$ cat src/rtl/vga_passthru_sampler.sv
// Raspberry Pi VGA passthrough: synchronised sync/video pins, strobe-based sampling
// and colour-mode mapping onto registered RGB DAC bits with matched sync delay.
module vga_passthru_sampler #(
    parameter int COLOR_W         = 3,
    parameter int DIV_W           = 15,
    parameter int SEL_W           = 4,
    parameter int SYNC_ACTIVE_LOW = 1
) (
    input  logic               clk_in,
    input  logic               rst_n,
    input  logic [8:0]         key,
    input  logic               rpi_hsync,
    input  logic               rpi_vsync,
    input  logic               analog_in,
    output logic [COLOR_W-1:0] r_out,
    output logic [COLOR_W-1:0] g_out,
    output logic [COLOR_W-1:0] b_out,
    output logic               h_sync,
    output logic               v_sync
);

    localparam int   C    = COLOR_W;
    localparam int   SR_W = 3 * COLOR_W;
    localparam logic IDLE = (SYNC_ACTIVE_LOW != 0);
    localparam logic ACT  = !IDLE;

    localparam logic [SEL_W-1:0] SEL_ALL = '1;

    localparam logic [2:0] M_MONO   = 3'b000;
    localparam logic [2:0] M_RED    = 3'b001;
    localparam logic [2:0] M_GREEN  = 3'b010;
    localparam logic [2:0] M_BLUE   = 3'b011;
    localparam logic [2:0] M_SHIFT  = 3'b100;
    localparam logic [2:0] M_INV    = 3'b101;
    localparam logic [2:0] M_FREEZE = 3'b110;

    logic [1:0]       hs_sync, vs_sync, an_sync;
    logic [8:0]       key_m, key_s;
    logic             hs_d1, vs_d1;
    logic [DIV_W-1:0] div;
    logic [DIV_W-1:0] mask;
    logic [SEL_W-1:0] sel;
    logic [2:0]       mode;
    logic             tick;
    logic             s_bit;
    logic [SR_W-1:0]  sr;
    logic             blank;
    logic [C-1:0]     r_nx, g_nx, b_nx;
    logic             unused_key;

    // Sync-line flops idle at the inactive level so reset never looks like a pulse
    always_ff @(posedge clk_in or negedge rst_n) begin
        if (!rst_n) begin
            hs_sync <= {2{IDLE}};
            vs_sync <= {2{IDLE}};
            an_sync <= '0;
            key_m   <= '0;
            key_s   <= '0;
            hs_d1   <= IDLE;
            vs_d1   <= IDLE;
            h_sync  <= IDLE;
            v_sync  <= IDLE;
        end else begin
            hs_sync <= {hs_sync[0], rpi_hsync};
            vs_sync <= {vs_sync[0], rpi_vsync};
            an_sync <= {an_sync[0], analog_in};
            key_m   <= key;
            key_s   <= key_m;
            hs_d1   <= hs_sync[1];
            vs_d1   <= vs_sync[1];
            h_sync  <= hs_d1;
            v_sync  <= vs_d1;
        end
    end

    assign sel        = key_s[4+SEL_W:5];
    assign mode       = key_s[2:0];
    assign unused_key = key_s[3];

    always_ff @(posedge clk_in or negedge rst_n) begin
        if (!rst_n) div <= '0;
        else        div <= div + 1'b1;
    end

    // Low (DIV_W - sel) bits of the divider must be all ones to strobe
    always_comb begin
        mask = '0;
        for (int i = 0; i < DIV_W; i++) begin
            mask[i] = (i <= (DIV_W - 1 - int'(sel)));
        end
    end

    assign tick = (sel == SEL_ALL) || ((div & mask) == mask);

    always_ff @(posedge clk_in or negedge rst_n) begin
        if (!rst_n) begin
            s_bit <= 1'b0;
            sr    <= '0;
        end else if (tick && (mode != M_FREEZE)) begin
            s_bit <= an_sync[1];
            sr    <= {sr[SR_W-2:0], an_sync[1]};
        end
    end

    // hs_d1/vs_d1 feed h_sync/v_sync on the same edge as the colour register
    assign blank = key_s[4] && ((hs_d1 == ACT) || (vs_d1 == ACT));

    always_comb begin
        r_nx = '0;
        g_nx = '0;
        b_nx = '0;
        case (mode)
            M_RED:   r_nx = {C{s_bit}};
            M_GREEN: g_nx = {C{s_bit}};
            M_BLUE:  b_nx = {C{s_bit}};
            M_SHIFT, M_FREEZE: begin
                r_nx = sr[3*C-1:2*C];
                g_nx = sr[2*C-1:C];
                b_nx = sr[C-1:0];
            end
            M_INV: begin
                r_nx = {C{~s_bit}};
                g_nx = {C{~s_bit}};
                b_nx = {C{~s_bit}};
            end
            default: begin
                r_nx = {C{s_bit}};
                g_nx = {C{s_bit}};
                b_nx = {C{s_bit}};
            end
        endcase
        if (blank) begin
            r_nx = '0;
            g_nx = '0;
            b_nx = '0;
        end
    end

    always_ff @(posedge clk_in or negedge rst_n) begin
        if (!rst_n) begin
            r_out <= '0;
            g_out <= '0;
            b_out <= '0;
        end else begin
            r_out <= r_nx;
            g_out <= g_nx;
            b_out <= b_nx;
        end
    end

endmodule

$ cat config.mk
export PLATFORM = sky130hd
export DESIGN_NAME = vga_passthru_sampler
export DESIGN_NICKNAME = d
export VERILOG_FILES = /design/src/rtl/vga_passthru_sampler.sv
export SDC_FILE = /design/constraint.sdc
export NUM_CORES = 1
export LEC_CHECK = 0
export ABC_AREA = 0
export CORE_MARGIN = 2
export CORE_UTILIZATION = 51
export DETAILED_ROUTE_END_ITERATION = 7
export GPL_TIMING_DRIVEN = 0
export PLACE_DENSITY_LB_ADDON = 0.25
export SLEW_MARGIN = 20
export SYNTH_ARGS = -nofsm -noshare
export SYNTH_HDL_FRONTEND = slang
export SYNTH_SLANG_ARGS = --single-unit
$ cat constraint.sdc
create_clock -name clk_in -period 2.6 [get_ports clk_in]
set_clock_uncertainty 0.05 [all_clocks]
set_input_delay 0.78 -clock clk_in [delete_from_list [all_inputs] [get_ports clk_in]]
set_output_delay 0.78 -clock clk_in [all_outputs]
set_load 0.1 [all_outputs]
==> results.md <==
- The number of endpoints with negative hold slack in the final report is 0.
- The wire length of the first global-routing pass is between 8000 and 9000 microns.
- For this run, the total global-route usage over all layers was measured as 0.190.
- The startpoint class of the critical path is a register.
- The area of the core is 5170 sq um.
- On the worst path, the slowest cell contributes a delay of 0.40 ns.
- The count of pins on the block boundary is 25.
- The worst slack on hold paths is 0.297 ns.
- The smallest clock period supported by the final layout is computed as 2.63 ns.
- Setup violations remaining at the end of the flow were counted as 7.
- The kind of end point of the critical path is a register.
- The width of the die is 77.7 microns.
- The count of buffers added on input and output ports is 23.
- The count of warnings emitted by yosys is 0.
- The net count of the finished layout is 326.
- After layout, the design draws a total of 0.00216 W.
- The critical path is of the register to register type.
- In the post-synthesis netlist, the biggest area contributors are sky130_fd_sc_hd__dfrtp_1 46%, sky130_fd_sc_hd__dfstp_2 7.6%, sky130_fd_sc_hd__mux2i_1 3.6%.
- The count of buffering cells on the critical path with inverters included is 3.
- The area of the mapped netlist is 2770 sq um.
- For met3 alone, demand over resource in global routing was 0.0384.
- The routed wire length is 5400 microns.
- For this run, global-route usage on met1 was measured as 0.262.
- Counting every net in the synthesized netlist gives between 200 and 300.
- After filler insertion, the fill cell instance count of the layout stands at 375.
- Derived from the worst setup path, the maximum achievable clock frequency is 0.380 GHz.
- In the global route stage, met2 resource usage came out at 0.292.
- Traced cell by cell, the critical path runs through buf_6 -> inv_4 -> ha_4 -> nor2b_4 -> a22oi_2 -> a2111o_1 -> o2bb2ai_2 -> nor4_4 -> buf_4 -> mux2i_1 -> nand2_1.
- Of all cell types, the one taking the most synthesized area is sky130_fd_sc_hd__dfrtp_1.
- In this run, synthesis produced a sequential element count of 59.
- The share of the yosys chip area belonging to registers is 0.536.
- Of all flip-flops after synthesis, the portion carrying an async set or reset was 1.00.
- The detailed-route wire length per cell is 14.1 microns.
- The relative max-transition margin is 0.368.
- The number of antenna diodes in the final layout is 0.
- The number of global-route vias before repair is 1,928.
- Yosys mapped the design onto 49 distinct sky130hd cell types.
- The flow ran to the end, but the final reports show violations.
- Buffers inserted during clock tree synthesis total 9.
- The number of antenna violations at the first check in global routing is 0.
- The global routing stage identified its most utilized layer as met2.
- Detailed placement ended at an HPWL of 3200 microns.
- The fraction of the cycle the final worst path needs is 1.01.
- The pin count of the biggest net entering global routing is 60.
- The final-report max-slew violation count is 0.
- The clock edge transition at the registers on the reported setup and hold paths is 0.06 ns.
- The final cell count without fillers is 382.
- Setup repair after global routing could not meet its margin everywhere.
- For this run, the leading register cell type out of synthesis is sky130_fd_sc_hd__dfrtp_1.
- At the later pin of the worst-skew pair, clock insertion delay measures 0.32 ns.
- The congestion estimate from routability-driven global placement came to between 0.8 and 0.9.
- The cell family with the largest share of critical-path delay is simple AND/OR/NAND/NOR gates.
- The die height is ~80 microns.
- The mean instance size in the synthesized netlist is 10.8 sq um.
- In this run, synthesis inferred 0 flip-flops with an integrated enable.
- The clock drives about 60 sinks.
- The smallest setup slack after layout is -0.0289 ns.
- The final reports fail on setup timing.
- The count of mapped cells out of synthesis is 257.
- The required time reported for the critical path endpoint is ~2.8 ns.
- The most frequent standard cell in the layout excluding fill and tap cells is sky130_fd_sc_hd__dfrtp_1.
- The H-tree was split into 3 levels.
- The floorplan step defined a die boundary enclosing 6040 sq um.
- The final routed DRC violation total is 0.
- The worst supply voltage drop on vdd is 0.418 mV.
- Dividing the detail-routed via count by the number of cells gives about 5.4.
- After global routing the overflow that remains totals 0.
- The vias after detailed routing is ~2,100.
- Compared with the post-synthesis result, the final layout area differs by 29.0%.
- The arrival time at the worst endpoint is 2.78 ns.
- The clock tree buffer depth is 2.
- For the pin with the worst max-slew slack, the measured transition is ~0.95 ns.
- The count of routing violations after the opening detailed-route iteration is 165.
- The first TritonRoute pass finished after 7 iterations.
- The fraction of post-synthesis cell area in the top cell type by area is 0.460.
- For this configuration, the core starts out at a cell density of 0.536.
- The cell at the root of the clock tree is sky130_fd_sc_hd__clkbuf_8.
- The cell at the slowest stage of the critical path is sky130_fd_sc_hd__dfrtp_1.
- The class of the worst hold path is register to register.
- In this run the remaining antenna-violating nets after routing total 0.
- Dividing total power by cell area gives a power density of 603 nW/um^2.
- The max-cap violation count is 0.
- The clock tree from TritonCTS is built.
- For this design the static power due to leakage is 1.53 nW.
- In the layout the commonest cells are 50 x sky130_fd_sc_hd__dfrtp_1, 24 x sky130_fd_sc_hd__nand2_1, 16 x sky130_fd_sc_hd__nor2_1.
- The post-placement cell count is 350.
- In this run the worst path has a maximum fanout of 5.
- The number of placement rows is 26.
- The ratio of cells with drive above 1 in the final layout is 0.212.
stage by stage:
| stage | util | area [sq um] | setup slack, ns | setup TNS [ns] |
|---|---|---|---|---|
| after floorplan | - | 2770 | 0.0170 | 0 |
| after global placement | 0.597 | 3090 | -1.06 | -59.02 |
| after detailed placement | 0.597 | 3090 | -0.269 | -2.27 |
| after CTS | 0.651 | 3370 | -0.0220 | -0.0234 |
| after global routing | 0.691 | 3580 | -0.134 | -1.11 |
| final | 0.691 | 3580 | -0.0289 | -0.125 |
synthesized netlist by cell type (2+ instances only):
master                     count
sky130_fd_sc_hd__and2_1       11
sky130_fd_sc_hd__mux2i_1      10
sky130_fd_sc_hd__xor2_1        4
sky130_fd_sc_hd__nand3_1       6
sky130_fd_sc_hd__clkbuf_1      5
sky130_fd_sc_hd__buf_6         3
sky130_fd_sc_hd__o21ai_0      14
sky130_fd_sc_hd__inv_1        10
sky130_fd_sc_hd__dfstp_2       8
sky130_fd_sc_hd__nand3b_1      2
sky130_fd_sc_hd__nor3_1        7
sky130_fd_sc_hd__dfrtp_1      51
sky130_fd_sc_hd__xnor2_1      11
sky130_fd_sc_hd__a222oi_1      9
sky130_fd_sc_hd__nand2b_1      2
sky130_fd_sc_hd__o31a_1        2
sky130_fd_sc_hd__nand2_1      24
sky130_fd_sc_hd__a21o_1        2
sky130_fd_sc_hd__nor2b_1       6
sky130_fd_sc_hd__a211oi_1      3
sky130_fd_sc_hd__ha_1          5
sky130_fd_sc_hd__nor2_1       16
sky130_fd_sc_hd__a21oi_1      14
sky130_fd_sc_hd__nand4_1       3
sky130_fd_sc_hd__and3_1        2
sky130_fd_sc_hd__nor3b_1       4
kinds of logic after synthesis:
family,share of synthesized area
and+or+nand+nor,0.166
DFF,0.536
AOI/OAI and AO/OA,0.133
buffers and inverters,0.0447
xor gates and xnor gates,0.0532
muxes,0.0415
adders and majority gates,0.0262
metal layers:
metal  wire [microns]  vias to the layer above
met4               40                        0
met2             2660                       55
met1             2470                     1004
met3              225                        8
met5                0                        -
li1                 -                     1012
repair_timing:
item                                    in CTS  in global routing
resized for setup                           23                 20
setup buffers                                4                 11
hold buffers                                 0                  0
endpoints found under the setup margin      20                  9
pin swaps                                    5                 12
cloned                                       0                  2
final timing paths:
path	startpoint	to	slack (ns)	depth (start not counted)
max	key_s[6]	sr[4]	-0.03	11
min	key_m[8]	key_s[8]	0.30	0
max reg2reg	key_s[6]	sr[4]	-0.03	11
min reg2reg	key_m[8]	key_s[8]	0.30	0
max in group asynchronous	rst_n	key_s[5]	1.55	1
min in group asynchronous	rst_n	key_m[5]	0.46	1
layout make-up:
type / instances / area [sq um] / share of cell area
inverters: 10 / 40.0 / 0.0112
multi-input cells: 176 / 1280 / 0.357
plain buffers: 11 / 95.1 / 0.0266
repair buffers: 40 / 387 / 0.108
flip-flops and latches: 59 / 1490 / 0.416
clock inverters: 1 / 5.00 / 0.00140
well taps: 70 / 87.6 / 0.0245
clock buffers: 15 / 196 / 0.0549
flip-flops by register name, summed over array words and instances (netlist names), 2 cells and up:
signal	cells
div	15
b_out	3
key_m	8
key_s	8
g_out	3
vs_sync	2
r_out	3
an_sync	2
sr	9
hs_sync	2
report_power, final:
group          total (W)  internal, W  leakage (nW)  switching [W]
clock network   0.000787     0.000475         0.106       0.000312
logic           0.000380     0.000127         0.746       0.000254
registers       0.000988     0.000966         0.683      0.0000219
total            0.00216      0.00157          1.53       0.000587
Note: power is estimated with default switching activity, not from simulation.
